--- src/rtl/imem_loader.sv ---
// Boot-time program loader: takes a length byte followed by little-endian
// instruction bytes and writes the assembled 32-bit words to instruction memory.
module imem_loader #(
    parameter int DEPTH = 64
) (
    input  logic        clk,
    input  logic        reset,
    input  logic        start,
    input  logic        in_valid,
    input  logic [7:0]  in_data,
    output logic        in_ready,
    output logic        wr_en,
    output logic [31:0] wr_addr,
    output logic [31:0] wr_data,
    output logic        busy,
    output logic        done,
    output logic        err,
    output logic [7:0]  word_count,
    output logic [2:0]  dbg_state
);

    // Handshake: a byte transfers on a rising edge where in_valid && in_ready;
    // in_ready depends only on the state register, so the source may hold
    // in_valid for as long as it likes without losing or duplicating a byte.

    typedef enum logic [2:0] {
        S_IDLE  = 3'd0,
        S_LEN   = 3'd1,
        S_DATA  = 3'd2,
        S_WRITE = 3'd3,
        S_DONE  = 3'd4
    } state_t;

    localparam logic [8:0] DEPTH_LIM = 9'(DEPTH);

    state_t      state, state_next;
    logic [7:0]  len;
    logic [1:0]  byte_idx;
    logic [23:0] shift;
    logic        accept;
    logic [7:0]  count_inc;

    assign accept    = in_valid && in_ready;
    assign count_inc = word_count + 8'd1;

    always_ff @(posedge clk or posedge reset) begin
        if (reset) state <= S_IDLE;
        else       state <= state_next;
    end

    always_comb begin
        state_next = state;
        in_ready   = 1'b0;
        wr_en      = 1'b0;
        busy       = 1'b0;
        done       = 1'b0;
        dbg_state  = state;
        case (state)
            S_IDLE: begin
                if (start) state_next = S_LEN;
            end
            S_LEN: begin
                in_ready = 1'b1;
                busy     = 1'b1;
                if (accept) begin
                    if (in_data == 8'd0 || {1'b0, in_data} > DEPTH_LIM)
                        state_next = S_DONE;
                    else
                        state_next = S_DATA;
                end
            end
            S_DATA: begin
                in_ready = 1'b1;
                busy     = 1'b1;
                if (accept && byte_idx == 2'd3) state_next = S_WRITE;
            end
            S_WRITE: begin
                wr_en      = 1'b1;
                busy       = 1'b1;
                state_next = (count_inc == len) ? S_DONE : S_DATA;
            end
            S_DONE: begin
                done = 1'b1;
                if (start) state_next = S_LEN;
            end
            default: state_next = S_IDLE;
        endcase
    end

    // Bytes shift in from the top so byte 0 ends up in the low lane.
    always_ff @(posedge clk or posedge reset) begin
        if (reset) begin
            len        <= 8'd0;
            byte_idx   <= 2'd0;
            shift      <= 24'd0;
            wr_addr    <= 32'd0;
            wr_data    <= 32'd0;
            err        <= 1'b0;
            word_count <= 8'd0;
        end else begin
            case (state)
                S_IDLE: begin
                    err        <= 1'b0;
                    word_count <= 8'd0;
                    byte_idx   <= 2'd0;
                    shift      <= 24'd0;
                end
                S_LEN: begin
                    if (accept) begin
                        len      <= in_data;
                        byte_idx <= 2'd0;
                        if ({1'b0, in_data} > DEPTH_LIM) err <= 1'b1;
                    end
                end
                S_DATA: begin
                    if (accept) begin
                        byte_idx <= byte_idx + 2'd1;
                        if (byte_idx == 2'd3) begin
                            wr_data <= {in_data, shift};
                            wr_addr <= 32'(word_count);
                        end else begin
                            shift <= {in_data, shift[23:8]};
                        end
                    end
                end
                S_WRITE: begin
                    word_count <= count_inc;
                    byte_idx   <= 2'd0;
                end
                S_DONE: begin
                    if (start) begin
                        err        <= 1'b0;
                        word_count <= 8'd0;
                        byte_idx   <= 2'd0;
                    end
                end
                default: ;
            endcase
        end
    end

endmodule

--- config.mk ---
export PLATFORM = sky130hd
export DESIGN_NAME = imem_loader
export DESIGN_NICKNAME = d
export VERILOG_FILES = /design/src/rtl/imem_loader.sv
export SDC_FILE = /design/constraint.sdc
export NUM_CORES = 1
export LEC_CHECK = 0
export CAP_MARGIN = 20
export CORE_MARGIN = 2
export CORE_UTILIZATION = 38
export CTS_CLUSTER_DIAMETER = 50
export CTS_CLUSTER_SIZE = 16
export DETAILED_ROUTE_END_ITERATION = 10
export PLACE_DENSITY = 0.67
export SLEW_MARGIN = 20
export SYNTH_ARGS = -nofsm -noshare
export SYNTH_HDL_FRONTEND = slang
export SYNTH_SLANG_ARGS = --single-unit
export TNS_END_PERCENT = 1
--- constraint.sdc ---
create_clock -name clk -period 2.7 [get_ports clk]
set_input_delay 0.27 -clock clk [delete_from_list [all_inputs] [get_ports clk]]
set_output_delay 0.27 -clock clk [all_outputs]
set_load 0.05 [all_outputs]
==> metrics.md, run 1 <==
| Metric | Value |
|---|---|
| Distinct cell type count after synthesis | `40` |
| Critical Path RT | `2430 ps` |
| Routed length per instance | `15.2 um` |
| WL final | `7.88 mm` |
| Reg2reg end | `dbg_state[1]$_DFFE_PP0P_` |
| GR Util All Layers | `14.8%` |
| # diodes | `0` |
| Grt total ovfl | `0` |
| Post-synth EDFFs | `0` |
| Die Area | `10900 sq um` |
| Period minus WS final | `2560 ps` |
| H-Tree Depth | `3` |
| Slew Limit Fails | `0` |
| Number of I/O pins | `92` |
| Top cell type by total area after synthesis | `dfrtp_1` |
| Worst path bufs/invs | `2` |
| Hold Crit Class | `in -> async` |
| Routed wl met3 | `499 um` |
| Slew @ Worst Pin | `595 ps` |
| CTS tree | `done` |
| Setup Buffers After CTS | `0` |
| Initial antenna violation count | `0` |
| WHS | `277 ps` |
| Place WS | `297 ps` |
| Top delay family on crit path | `buffers and inverters` |
| Syn avg cell area | `12.4 sq um` |
| Met2 wire len | `3.68 mm` |
| Post-detailed-route count of antenna-violating nets | `0` |
| CP Launch Point | `dbg_state[1]$_DFFE_PP0P_` |
| Critical Path AT | `2290 ps` |
| Num rows | `36` |
| Pwr/cell area | `802 nW/um^2` |
| WS Path Type | `reg -> out` |
| CP max stage delay | `850 ps` |
| Max VDD drop | `0.000305 V` |
| TritonRoute pass-1 iters | `5` |
| Synth top area cells | `dfrtp_1, mux2_2, a22o_1, buf_4, o21ai_0` |
| Via Count | `2592` |
| Fin crit share | `94.7%` |
| PortBufs | `67` |
| Syn. warnings | `0` |
| Initial Util | `39.2%` |
| Post-synthesis sequential area ratio | `56.1%` |
| Sequence of cells on the critical path | `nand3_1 -> inv_1 -> clkdlybuf4s50_1` |
| Crit-path max FO | `14` |
| Post_cts resized | `0` |
| Clock transition at path regs | `90 ps` |
| Hold-fix buffers at CTS | `0` |
| Nets | `394` |
| Synth Instances | `310` |
| Later-pin clock latency in the skew report | `360 ps` |
| Vias in the first global route | `2594` |
| Total Neg Setup Slack | `0 ps` |
| CTS buffer count | `9` |
| Met1 wire length | `3.64 mm` |
| Crit. End Element | `output port` |
| First-pass GRT wire length | `13.1 mm` |
| Max stage delay cell, worst path | `clkdlybuf4s50_1` |
| RD Place Congestion | `0.758` |
| Flop2flop setup slack | `320 ps` |
| Max-cap violation count | `0` |
| R2r worst-path depth | `6` |
| Highest Signal Layer | `met4` |
| Violation count after the first detailed-route iteration | `114` |
| Endpoints failing setup | `0` |
| Die outline width | `104 um` |
| Most common cell in the netlist | `dfrtp_1` |
| DP HPWL | `5.56 mm` |
| Clk sinks | `86` |
| Yosys reg bits | `86` |
| Clock buffer depth | `2` |
| RSZ-0062 raised after global routing | `no` |
| Top_reg_cell synth | `dfrtp_1` |
| Worst R2R Start | `word_count[0]$_DFFE_PP0P_` |
| Worst path depth | `3` |
| Area of the mapped netlist | `3840 sq um` |
| Fin Clk Skew | `6.67 ps` |
| Synthesis-to-finish area growth | `25.1%` |
| Via density | `5.00` |
| Synth top area share | `56.1%` |
| Final worst setup slack | `144 ps` |
| Asr flop ratio synth | `100%` |
| Max Freq | `391 MHz` |
| Leakage | `2.19 nW` |
| Share of layout cells above drive strength 1 | `20.8%` |
| Largest net degree at the start of global routing | `56` |
| Root buf cell | `clkbuf_8` |
| DRC | `0` |
| Relative slew margins | `60.3%` |
| CP endpoint | `wr_en` |
| DIE HEIGHT | `104 um` |
| Critical Path Source Type | `register` |
| Core area | `9770 sq um` |
| Status | `complete, no violations` |
| Commonest cells in the netlist | `dfrtp_1, mux2_2, a22o_1, buf_4, o21ai_0` |
| Endpoints failing hold | `0` |
-- registers in the layout, summed over array words and instances, names as in the netlist --
| name | flops |
|---|---|
| len | 8 |
| wr_data | 32 |
| err | 1 |
| word_count | 8 |
| shift | 24 |
| dbg_state | 3 |
| wr_addr | 8 |
| byte_idx | 2 |
-- metrics by stage --
step	util, %	instance area, sq um	power, mW	cells
floorplan	-	3920	2.59	333
global placement	46.9	4590	2.91	502
detailed placement	46.9	4590	2.94	502
CTS	49.1	4800	3.89	518
global route	49.1	4800	4.06	518
finish	49.1	4800	3.85	518
-- how the worst min path moves through the flow --
stage,from,end,slack [ps],depth (start not counted)
global placement,shift[7]$_DFFE_PP0P_,shift[7]$_DFFE_PP0P_,480,1
floorplan,in_data[2],len[2]$_DFFE_PP0P_,390,2
detailed placement,shift[3]$_DFFE_PP0P_,shift[3]$_DFFE_PP0P_,490,1
CTS,reset,wr_data[7]$_DFFE_PP0P_,290,2
global route,reset,wr_data[7]$_DFFE_PP0P_,320,2
finish,reset,wr_data[7]$_DFFE_PP0P_,280,2
-- cell type report --
class / count / area (sq um)
Clock inverter: 7 / 88.8
Tap cell: 133 / 166
Fill cell: 893 / 4980
Clock buffer: 9 / 124
Inverter: 8 / 31.3
Sequential cell: 86 / 2150
Multi-Input combinational cell: 201 / 1490
Timing Repair Buffer: 74 / 748
-- layout by cell type, fill, tap and decap left out, types with 3 or more instances in the layout --
cell             netlist  final
xor2_1                 4      4
nand2_1               15     15
clkbuf_8               0      9
conb_1                 1     24
a22o_1                24     24
nand3_1                4      4
mux2_2                47     47
nor4_1                 3      3
inv_6                  0      3
o21ai_0               18     18
nor2_1                11      9
nand2b_1               3      3
clkdlybuf4s50_1        0     67
xnor2_1                6      6
a21oi_1                8      8
nand4_1                3      3
inv_1                  8      7
and2_1                 3      3
buf_4                 24      5
dfrtp_1               86     86
a31oi_1                4      4
-- where the power goes --
group | leakage, nW | total (mW) | switching [mW] | internal, mW
Combinational | 0.913 | 1.28 | 0.831 | 0.453
Sequential | 1.18 | 1.62 | 0.177 | 1.44
Clock | 0.104 | 0.941 | 0.495 | 0.446
-- kinds of logic (layout without fill, tap and decap cells) --
| group | after synthesis | in the layout | share of synthesized area, % |
|---|---|---|---|
| AOI/OAI and AO/OA | 66 | 66 | 12.3 |
| and+or+nand+nor | 52 | 52 | 7.18 |
| buffers and inverters | 46 | 98 | 7.63 |
| adders and majority gates | 2 | 2 | 0.652 |
| other | 1 | 24 | 0.0978 |
| xor gates and xnor gates | 10 | 10 | 2.28 |
| DFF | 86 | 86 | 56.1 |
| muxes | 47 | 47 | 13.8 |
-- layer usage --
metal	GRT usage (%)	vias up
li1	-	1207
met1	19.2	1293
met2	23.7	82
met3	5.33	10
met4	3.47	0
met5	0	-
Power figures use the tool's default switching activity.
==> inputs of run 2 (changes only) <==
==> constraint.sdc (replaced) <==
create_clock -name clk -period 2.7 [get_ports clk]
set_input_delay 0.54 -clock clk [delete_from_list [all_inputs] [get_ports clk]]
set_output_delay 0.54 -clock clk [all_outputs]
set_load 0.05 [all_outputs]
==> run 2 against run 1 <==
  * Maximum frequency rose by 5.5%
  * First-iteration DRC count rose by 44%
  * Register-to-register slack better by 60 ps
  * Count of clock-buffer cells in the layout increased by 1
  * Non-clock buffer count increased by 5
  * Die area is the same
  * Via count rose by 0.73%
  * Critical path depth decreased by 1
  * Global-route usage is 0.40 points higher
  * Utilization up 0.12 points
==> metrics.md, run 2 (synthesized netlist as in run 1, its figures left out) <==
| Metric | Value |
|---|---|
| Crit. End Element | `output port (unchanged)` |
| Max Freq | `413 MHz (was 391 MHz)` |
| DP HPWL | `5.43 mm (was 5.56 mm)` |
| Routed length per instance | `15.0 um (was 15.2 um)` |
| Endpoints failing setup | `0 (unchanged)` |
| Hold Crit Class | `reg -> reg (was in -> async)` |
| Critical Path AT | `1880 ps (was 2290 ps)` |
| Commonest cells after routing, fill and taps aside | `dfrtp_1, clkdlybuf4s50_1, mux2_2 (unchanged)` |
| Commonest non-fill, non-tap cell in the layout | `dfrtp_1 (unchanged)` |
| Largest net degree at the start of global routing | `87 (was 56)` |
| RSZ-0062 raised after global routing | `no (unchanged)` |
| Busiest layer in global routing | `met2 (unchanged)` |
| Max-cap violation count | `0 (unchanged)` |
| Fin Clk Skew | `9.20 ps (was 6.67 ps)` |
| Met3 usage | `5.64% (was 5.33%)` |
| Core area | `9770 sq um (unchanged)` |
| Hold-fix buffers at CTS | `0 (unchanged)` |
| Initial antenna violation count | `0 (unchanged)` |
| Number of I/O pins | `92 (unchanged)` |
| H-Tree Depth | `3 (unchanged)` |
| Die Area | `10900 sq um (unchanged)` |
| Violation count after the first detailed-route iteration | `164 (was 114)` |
| Period minus WS final | `2420 ps (was 2560 ps)` |
| Post_cts resized | `0 (unchanged)` |
| Clock buffer depth | `2 (unchanged)` |
| Later-pin clock latency in the skew report | `360 ps (about the same)` |
| Total Neg Setup Slack | `0 ps (unchanged)` |
| Biggest register | `wr_data (unchanged)` |
| Grt total ovfl | `0 (unchanged)` |
| Met2 Resource Use GR | `23.9% (was 23.7%)` |
| Post-detailed-route count of antenna-violating nets | `0 (unchanged)` |
| Status | `complete, no violations (unchanged)` |
| Crit-path max FO | `11 (was 14)` |
| Clk sinks | `86 (unchanged)` |
| GR Util All Layers | `15.2% (was 14.8%)` |
| Via density | `4.99 (was 5.00)` |
| DRC | `0 (unchanged)` |
| CP Launch Point | `dbg_state[2]$_DFFE_PP0P_ (was dbg_state[1]$_DFFE_PP0P_)` |
| Initial Util | `39.2% (unchanged)` |
| Hold_sp | `shift[7]$_DFFE_PP0P_` |
| RD Place Congestion | `0.765 (was 0.758)` |
| Num rows | `36 (unchanged)` |
| Share of layout cells above drive strength 1 | `22.6% (was 20.8%)` |
| Max FFs per register | `32 (unchanged)` |
| Relative slew margins | `65.1% (was 60.3%)` |
| WS Path Type | `reg -> out (unchanged)` |
| Setup Buffers After CTS | `0 (unchanged)` |
| Fin crit share | `89.7% (was 94.7%)` |
| # diodes | `0 (unchanged)` |
| Slew Limit Fails | `0 (unchanged)` |
| Leakage | `2.21 nW (was 2.19 nW)` |
| Worst R2R Start | `word_count[0]$_DFFE_PP0P_ (unchanged)` |
| DIE HEIGHT | `104 um (unchanged)` |
| Root buf cell | `clkbuf_8 (unchanged)` |
| Clock transition at path regs | `90 ps (about the same)` |
| Endpoints failing hold | `0 (unchanged)` |
| Max VDD drop | `0.000383 V (was 0.000305 V)` |
| Via Count | `2611 (was 2592)` |
| Vias in the first global route | `2680 (was 2594)` |
| Critical Path RT | `2160 ps (was 2430 ps)` |
| Met1 Use GR | `19.4% (was 19.2%)` |
| Nets | `399 (was 394)` |
| PortBufs | `67 (unchanged)` |
| CTS buffer count | `9 (unchanged)` |
| TritonRoute pass-1 iters | `4 (was 5)` |
| Pwr/cell area | `787 nW/um^2 (was 802 nW/um^2)` |
| First-pass GRT wire length | `13.3 mm (was 13.1 mm)` |
| Critical Path Source Type | `register (unchanged)` |
| Placed cell area | `4620 sq um (was 4590 sq um)` |
| Slew @ Worst Pin | `521 ps (was 595 ps)` |
| Synthesis-to-finish area growth | `25.4% (was 25.1%)` |
| Die outline width | `104 um (unchanged)` |
| WL final | `7.86 mm (was 7.88 mm)` |
| Top flop regs | `wr_data x32, shift x24 (unchanged)` |
| CTS tree | `done (unchanged)` |
| Total Power | `3.78 mW (was 3.85 mW)` |
| Finished Cell Area | `4810 sq um (was 4800 sq um)` |
run 2: worst paths after layout:
| path | end | slack (ps) | cells past startpoint |
|---|---|---|---|
| max | busy | 280 | 2 |
| min | shift[7]$_DFFE_PP0P_ | 500 | 1 |
| max reg2reg | dbg_state[1]$_DFFE_PP0P_ | 380 | 6 |
| min reg2reg | shift[7]$_DFFE_PP0P_ | 500 | 1 |
| max in group asynchronous | len[2]$_DFFE_PP0P_ | 1700 | 3 |
| min in group asynchronous | wr_data[7]$_DFFE_PP0P_ | 650 | 3 |
run 2: through the flow:
stage               hold WS (ps)  setup slack [ps]  cells  util (%)
floorplan                    467               177    333         -
global placement             483               232    507      47.2
detailed placement           493               143    507      47.2
CTS                          514               253    523      49.2
global route                 526               208    523      49.2
finish                       504               277    523      49.2
run 2: layer usage:
metal / vias up / wire length [um] / part of all wire [%]
met5: - / 0 / 0
met4: 0 / 131 / 1.7
met3: 15 / 545 / 6.9
met2: 82 / 3690 / 47
met1: 1299 / 3490 / 44
li1: 1215 / - / -
run 2: where the power goes:
part	internal, mW	total, mW	switching, mW
logic	0.461	1.33	0.873
registers	1.45	1.58	0.139
clock network	0.375	0.866	0.491
total	2.28	3.78	1.50
run 2: critical path, cell delays in order (launching register included):
cell	delay [ps]
dfrtp_1	510
nor2_1	190
clkdlybuf4s50_1	820
run 2: final cells by class:
class	instances	area, sq um
Inverter	8	33.8
Multi-Input combinational cell	201	1490
Clock buffer	10	138
Sequential cell	86	2150
Clock inverter	6	53.8
Timing Repair Buffer	79	778
Tap cell	133	166
Fill cell	887	4960
==> inputs of run 3 (changes only) <==
--- a/config.mk
+++ b/config.mk
@@ -11,7 +11,7 @@
 export CTS_CLUSTER_DIAMETER = 50
 export CTS_CLUSTER_SIZE = 16
 export DETAILED_ROUTE_END_ITERATION = 10
-export PLACE_DENSITY = 0.67
+export PLACE_DENSITY = 0.74
 export SLEW_MARGIN = 20
 export SYNTH_ARGS = -nofsm -noshare
 export SYNTH_HDL_FRONTEND = slang
==> run 3 against run 2 <==
  * Non-clock buffer count did not move
  * Final cell count unchanged
  * Routed wire length grew 1.6%
  * Combinational power hardly changed
  * Setup slack worse by 91 ps
  * Global-route usage up 0.55 points
  * Utilization about the same
  * Sequential cell count unchanged
  * Die area unchanged
  * Worst hold slack about the same
  * Maximum frequency decreased by 3.6%
  * Critical path type unchanged
==> metrics.md, run 3 (synthesized netlist as in run 1, its figures left out) <==
| Metric | Value |
|---|---|
| Sequence of cells on the critical path | `inv_1 -> nand3_1 -> inv_1 -> buf_4 (was nor2_1 -> clkdlybuf4s50_1)` |
| Max Freq | `398 MHz (was 413 MHz)` |
| Post-detailed-route count of antenna-violating nets | `0 (unchanged)` |
| Period minus WS final | `2510 ps (was 2420 ps)` |
| Critical Path Source Type | `register (unchanged)` |
| Post_cts resized | `0 (unchanged)` |
| Via density | `5.05 (was 4.99)` |
| Biggest register | `wr_data (unchanged)` |
| Relative slew margins | `65.6% (was 65.1%)` |
| Die Area | `10900 sq um (unchanged)` |
| Total Neg Setup Slack | `0 ps (unchanged)` |
| CTS tree | `done (unchanged)` |
| # diodes | `0 (unchanged)` |
| PortBufs | `67 (unchanged)` |
| Vias in the first global route | `2743 (was 2680)` |
| Clock buffer depth | `2 (unchanged)` |
| Grt total ovfl | `0 (unchanged)` |
| Violation count after the first detailed-route iteration | `137 (was 164)` |
| Core area | `9770 sq um (unchanged)` |
| CTS buffer count | `9 (unchanged)` |
| Top flop regs | `wr_data x32, shift x24 (unchanged)` |
| Initial antenna violation count | `0 (unchanged)` |
| Fin crit share | `93.1% (was 89.7%)` |
| Crit. End Element | `output port (unchanged)` |
| Clock transition at path regs | `100 ps (was 90 ps)` |
| Worst path depth | `4 (was 2)` |
| Flop2flop setup slack | `460 ps (was 380 ps)` |
| Most frequent CP cell | `inv_1` |
| Worst R2R Start | `word_count[1]$_DFFE_PP0P_ (was word_count[0]$_DFFE_PP0P_)` |
| CP max stage delay | `530 ps (was 820 ps)` |
| Max stage delay cell, worst path | `dfrtp_1 (was clkdlybuf4s50_1)` |
| WS Path Type | `reg -> out (unchanged)` |
| Largest net degree at the start of global routing | `39 (was 87)` |
| WL final | `7.99 mm (was 7.86 mm)` |
| Nets | `399 (unchanged)` |
| Slew @ Worst Pin | `514 ps (was 521 ps)` |
| Num rows | `36 (unchanged)` |
| RD Place Congestion | `0.755 (was 0.765)` |
| DRC | `0 (unchanged)` |
| Fin Clk Skew | `15.0 ps (was 9.20 ps)` |
| Initial Util | `39.2% (unchanged)` |
| Crit-path max FO | `11 (unchanged)` |
| Hold Crit Class | `in -> async (was reg -> reg)` |
| Critical Path AT | `1970 ps (was 1880 ps)` |
| Max VDD drop | `0.000354 V (was 0.000383 V)` |
| Setup Buffers After CTS | `0 (unchanged)` |
| DP HPWL | `5.68 mm (was 5.43 mm)` |
| Later-pin clock latency in the skew report | `360 ps (about the same)` |
| Reg2reg end | `dbg_state[1]$_DFFE_PP0P_ (unchanged)` |
| Final core utilization | `49.2% (about the same)` |
| Leakage | `2.22 nW (was 2.21 nW)` |
| RSZ-0062 raised after global routing | `no (unchanged)` |
| Commonest cells after routing, fill and taps aside | `dfrtp_1, clkdlybuf4s50_1, mux2_2 (unchanged)` |
| Endpoints failing setup | `0 (unchanged)` |
| Number of I/O pins | `92 (unchanged)` |
| Routed length per instance | `15.3 um (was 15.0 um)` |
| Root buf cell | `clkbuf_8 (unchanged)` |
| Max-cap violation count | `0 (unchanged)` |
| Slew Limit Fails | `0 (unchanged)` |
| Finished Cell Area | `4810 sq um (about the same)` |
| Via Count | `2639 (was 2611)` |
| Placed cell area | `4620 sq um (about the same)` |
| Clk sinks | `86 (unchanged)` |
| GR Util All Layers | `15.7% (was 15.2%)` |
| H-Tree Depth | `3 (unchanged)` |
| Critical Path RT | `2160 ps (about the same)` |
| First-pass GRT wire length | `14.0 mm (was 13.3 mm)` |
| Hold-fix buffers at CTS | `0 (unchanged)` |
| R2r worst-path depth | `6 (unchanged)` |
| Pwr/cell area | `791 nW/um^2 (was 787 nW/um^2)` |
| Status | `complete, no violations (unchanged)` |
| Max FFs per register | `32 (unchanged)` |
| Die outline width | `104 um (unchanged)` |
| Share of layout cells above drive strength 1 | `22.3% (was 22.6%)` |
| Synthesis-to-finish area growth | `25.5% (was 25.4%)` |
| Top delay family on crit path | `buffers and inverters (unchanged)` |
| TritonRoute pass-1 iters | `4 (unchanged)` |
| Worst path bufs/invs | `3 (was 1)` |
| Commonest non-fill, non-tap cell in the layout | `dfrtp_1 (unchanged)` |
| Endpoints failing hold | `0 (unchanged)` |
| DIE HEIGHT | `104 um (unchanged)` |
run 3: cell types whose count changed in the layout (fill, tap and decap cells not counted):
cell        before  now
clkinv_8         0    1
nor2_1           9   10
clkbuf_8        10    9
nor2_2           1    0
clkinvlp_4       2    1
inv_8            1    2
run 3: worst max path at each step:
| stage | to | slack [ps] | startpoint |
|---|---|---|---|
| 4_1_cts | wr_en | 190 | dbg_state[2]$_DFFE_PP0P_ |
| 3_3_place_gp | dbg_state[2]$_DFFE_PP0P_ | 190 | in_data[5] |
| 6_report | wr_en | 190 | dbg_state[2]$_DFFE_PP0P_ |
| 5_1_grt | wr_en | 30 | dbg_state[2]$_DFFE_PP0P_ |
| 2_1_floorplan | done | 180 | dbg_state[2]$_DFFE_PP0P_ |
| 3_5_place_dp | dbg_state[2]$_DFFE_PP0P_ | 130 | in_data[5] |
run 3: area by class of cell:
type | instances | area (sq um)
inverters | 8 | 33.8
well taps | 133 | 166
flip-flops and latches | 86 | 2150
clock buffers | 9 | 124
repair buffers | 79 | 778
clock inverters | 7 | 73.8
fillers | 878 | 4960
multi-input cells | 201 | 1490
run 3: power breakdown:
| group | internal (mW) | switching, mW | total, mW |
|---|---|---|---|
| clock network | 0.365 | 0.520 | 0.885 |
| registers | 1.45 | 0.139 | 1.58 |
| logic | 0.464 | 0.875 | 1.34 |
| total | 2.27 | 1.53 | 3.81 |
run 3: layer usage:
metal / wire, um / part of all wire, % / track usage [%]
met3: 415 / 5.2 / 4.26
met5: 0 / 0 / 0
met4: 106 / 1.3 / 4.92
met2: 3870 / 48 / 25.3
met1: 3600 / 45 / 20.8
run 3: through the flow:
| step | std cells | power (mW) | hold slack [ps] | setup slack, ps |
|---|---|---|---|---|
| 2_1_floorplan | 333 | 2.59 | 467 | 177 |
| 3_3_place_gp | 507 | 2.91 | 485 | 192 |
| 3_5_place_dp | 507 | 2.95 | 492 | 131 |
| 4_1_cts | 523 | 3.85 | 501 | 186 |
| 5_1_grt | 523 | 4.03 | 524 | 28.7 |
| 6_report | 523 | 3.81 | 504 | 186 |
==> variant (settings of run 2) <==
Reset style: synchronous (`reset`), changed in 2 clocked blocks.
--- a/src/rtl/imem_loader.sv
+++ b/src/rtl/imem_loader.sv
@@ -44,5 +44,5 @@
     assign count_inc = word_count + 8'd1;
 
-    always_ff @(posedge clk or posedge reset) begin
+    always_ff @(posedge clk) begin
         if (reset) state <= S_IDLE;
         else       state <= state_next;
@@ -89,5 +89,5 @@
 
     // Bytes shift in from the top so byte 0 ends up in the low lane.
-    always_ff @(posedge clk or posedge reset) begin
+    always_ff @(posedge clk) begin
         if (reset) begin
             len        <= 8'd0;
Function: differs if reset is asserted again (counterexample within 4 cycles, from zero or initial values and one cycle with reset high); with reset held inactive, the same outputs for 4 cycles.
==> variant against run 2 <==
- non-clock buffer count down 2
- design area decreased by 4.1%
- area after synthesis fell by 1.5%
- routed wire length increased by 16%
- register-to-register slack better by 0.25 ns
- global-route usage grew 2.0 points
- sequential cell count unchanged
- setup slack got worse by 0.16 ns
- critical path type unchanged
Power is not compared: it rests on default switching activity, and its combinational part moved more than twofold at a synthesized area within 25%.
==> variant: results <==
[status]
status = finished clean

[placed_design]
dp_hpwl_um = 6180
dpl_cell_area_mm2 = 0.00440
port_buffers = 67
routabilityCongestion = 0.820

[global_route]
grt_pass1_wl_um = 15200
grt_pass1_vias = 3113
grt_usage = 0.172
grt_max_degree = 58
antenna_found_initial = 0

[worst_hold_path]
hold_path_class = reg2reg

[worst_setup_path]
path_max_fanout = 10
critPathArrivalTime_ns = 2.04

[yosys]
synth_cell_types = 50
synth_common_cells = 130 x nand2_1, 86 x dfxtp_1, 85 x a21oi_1
synth-async-reset-ratio = 0
synthTopCellsByArea = dfxtp_1 46%, nand2_1 13%, a21oi_1 11%
synth_edf_count = 0
synth_ff_type = dfxtp_1
yosys_warnings = 0
yosysMostFrequentCell = nand2_1
seq_area_frac_synth = 0.455

[clock_network]
postCtsResizedCells = 0
clock-root-buffer = clkbuf_8
clock_latency_ns = 0.36
cts_setup_buffers = 0
clkTransAtPathRegs_ns = 0.10
cts_buffers = 9
clockBufferDepth = 2
htreeDepth = 3

[route]
detail_route.first_pass.iterations = 4
viasPerCell = 4.97
drc = 0
drt-initial-drc-count = 207
wl_per_cell_um = 13.5

[final_layout]
nets = 550
diodes = 0
reg_top3 = wr_data x32, shift x24
nFillCells = 988
final_layout_size_suffix_gt1_frac = 0.0702

[sta]
fmax_ghz = 0.388
slew_headroom = 0.562
skew_ns = 0.0133

[power]
ir_drop_mv = 0.189
leakage_nw = 1.60
variant: logic make-up after synthesis:
family | synth area share
AOI/OAI and AO/OA | 0.166
xor gates and xnor gates | 0.0185
adders and majority gates | 0.00662
buffers and inverters | 0.106
DFF | 0.455
muxes | 0.00563
other | 0.000992
and+or+nand+nor | 0.241
variant: worst paths after layout:
kind | cells past startpoint | to | slack [ns] | from
max | 3 | busy | 0.12 | dbg_state[1]
min | 2 | shift[2] | 0.46 | shift[2]
max reg2reg | 6 | dbg_state[1] | 0.63 | word_count[0]
min reg2reg | 2 | shift[2] | 0.46 | shift[2]
variant: critical path, stage by stage, from the launching register on:
cell	delay, ns
dfxtp_1	0.54
nor2_1	0.18
nor2_1	0.15
clkdlybuf4s50_1	0.82
variant: per-stage QoR:
step | instances | worst slack, ns | power (W)
finish | 674 | 0.119 | 0.00248
global route | 674 | 0.0363 | 0.00257
CTS | 674 | 0.135 | 0.00250
detailed placement | 658 | 0.471 | 0.00155
global placement | 658 | 0.521 | 0.00155
floorplan | 509 | 0.0876 | 0.00152
variant: layout make-up:
class	instances	area, µm²	area share
well taps	133	166	0.0361
inverters	4	15.0	0.00326
flip-flops and latches	86	1720	0.373
repair buffers	77	746	0.162
clock inverters	7	88.8	0.0193
multi-input cells	358	1750	0.379
clock buffers	9	124	0.0269
variant: power breakdown:
| part | switching [W] | leakage (nW) | internal, W | total (W) |
|---|---|---|---|---|
| logic | 0.000185 | 0.805 | 0.0000543 | 0.000239 |
| clock network | 0.000505 | 0.104 | 0.000447 | 0.000952 |
| registers | 0.0000109 | 0.693 | 0.00127 | 0.00129 |
variant: routing by layer:
layer	global-route usage	part of all wire	vias to the layer above
met1	0.228	0.47	1581
met3	0.0365	0.040	4
met4	0.0550	0.0078	0
met5	0	0	-
li1	-	-	1690
met2	0.280	0.48	77
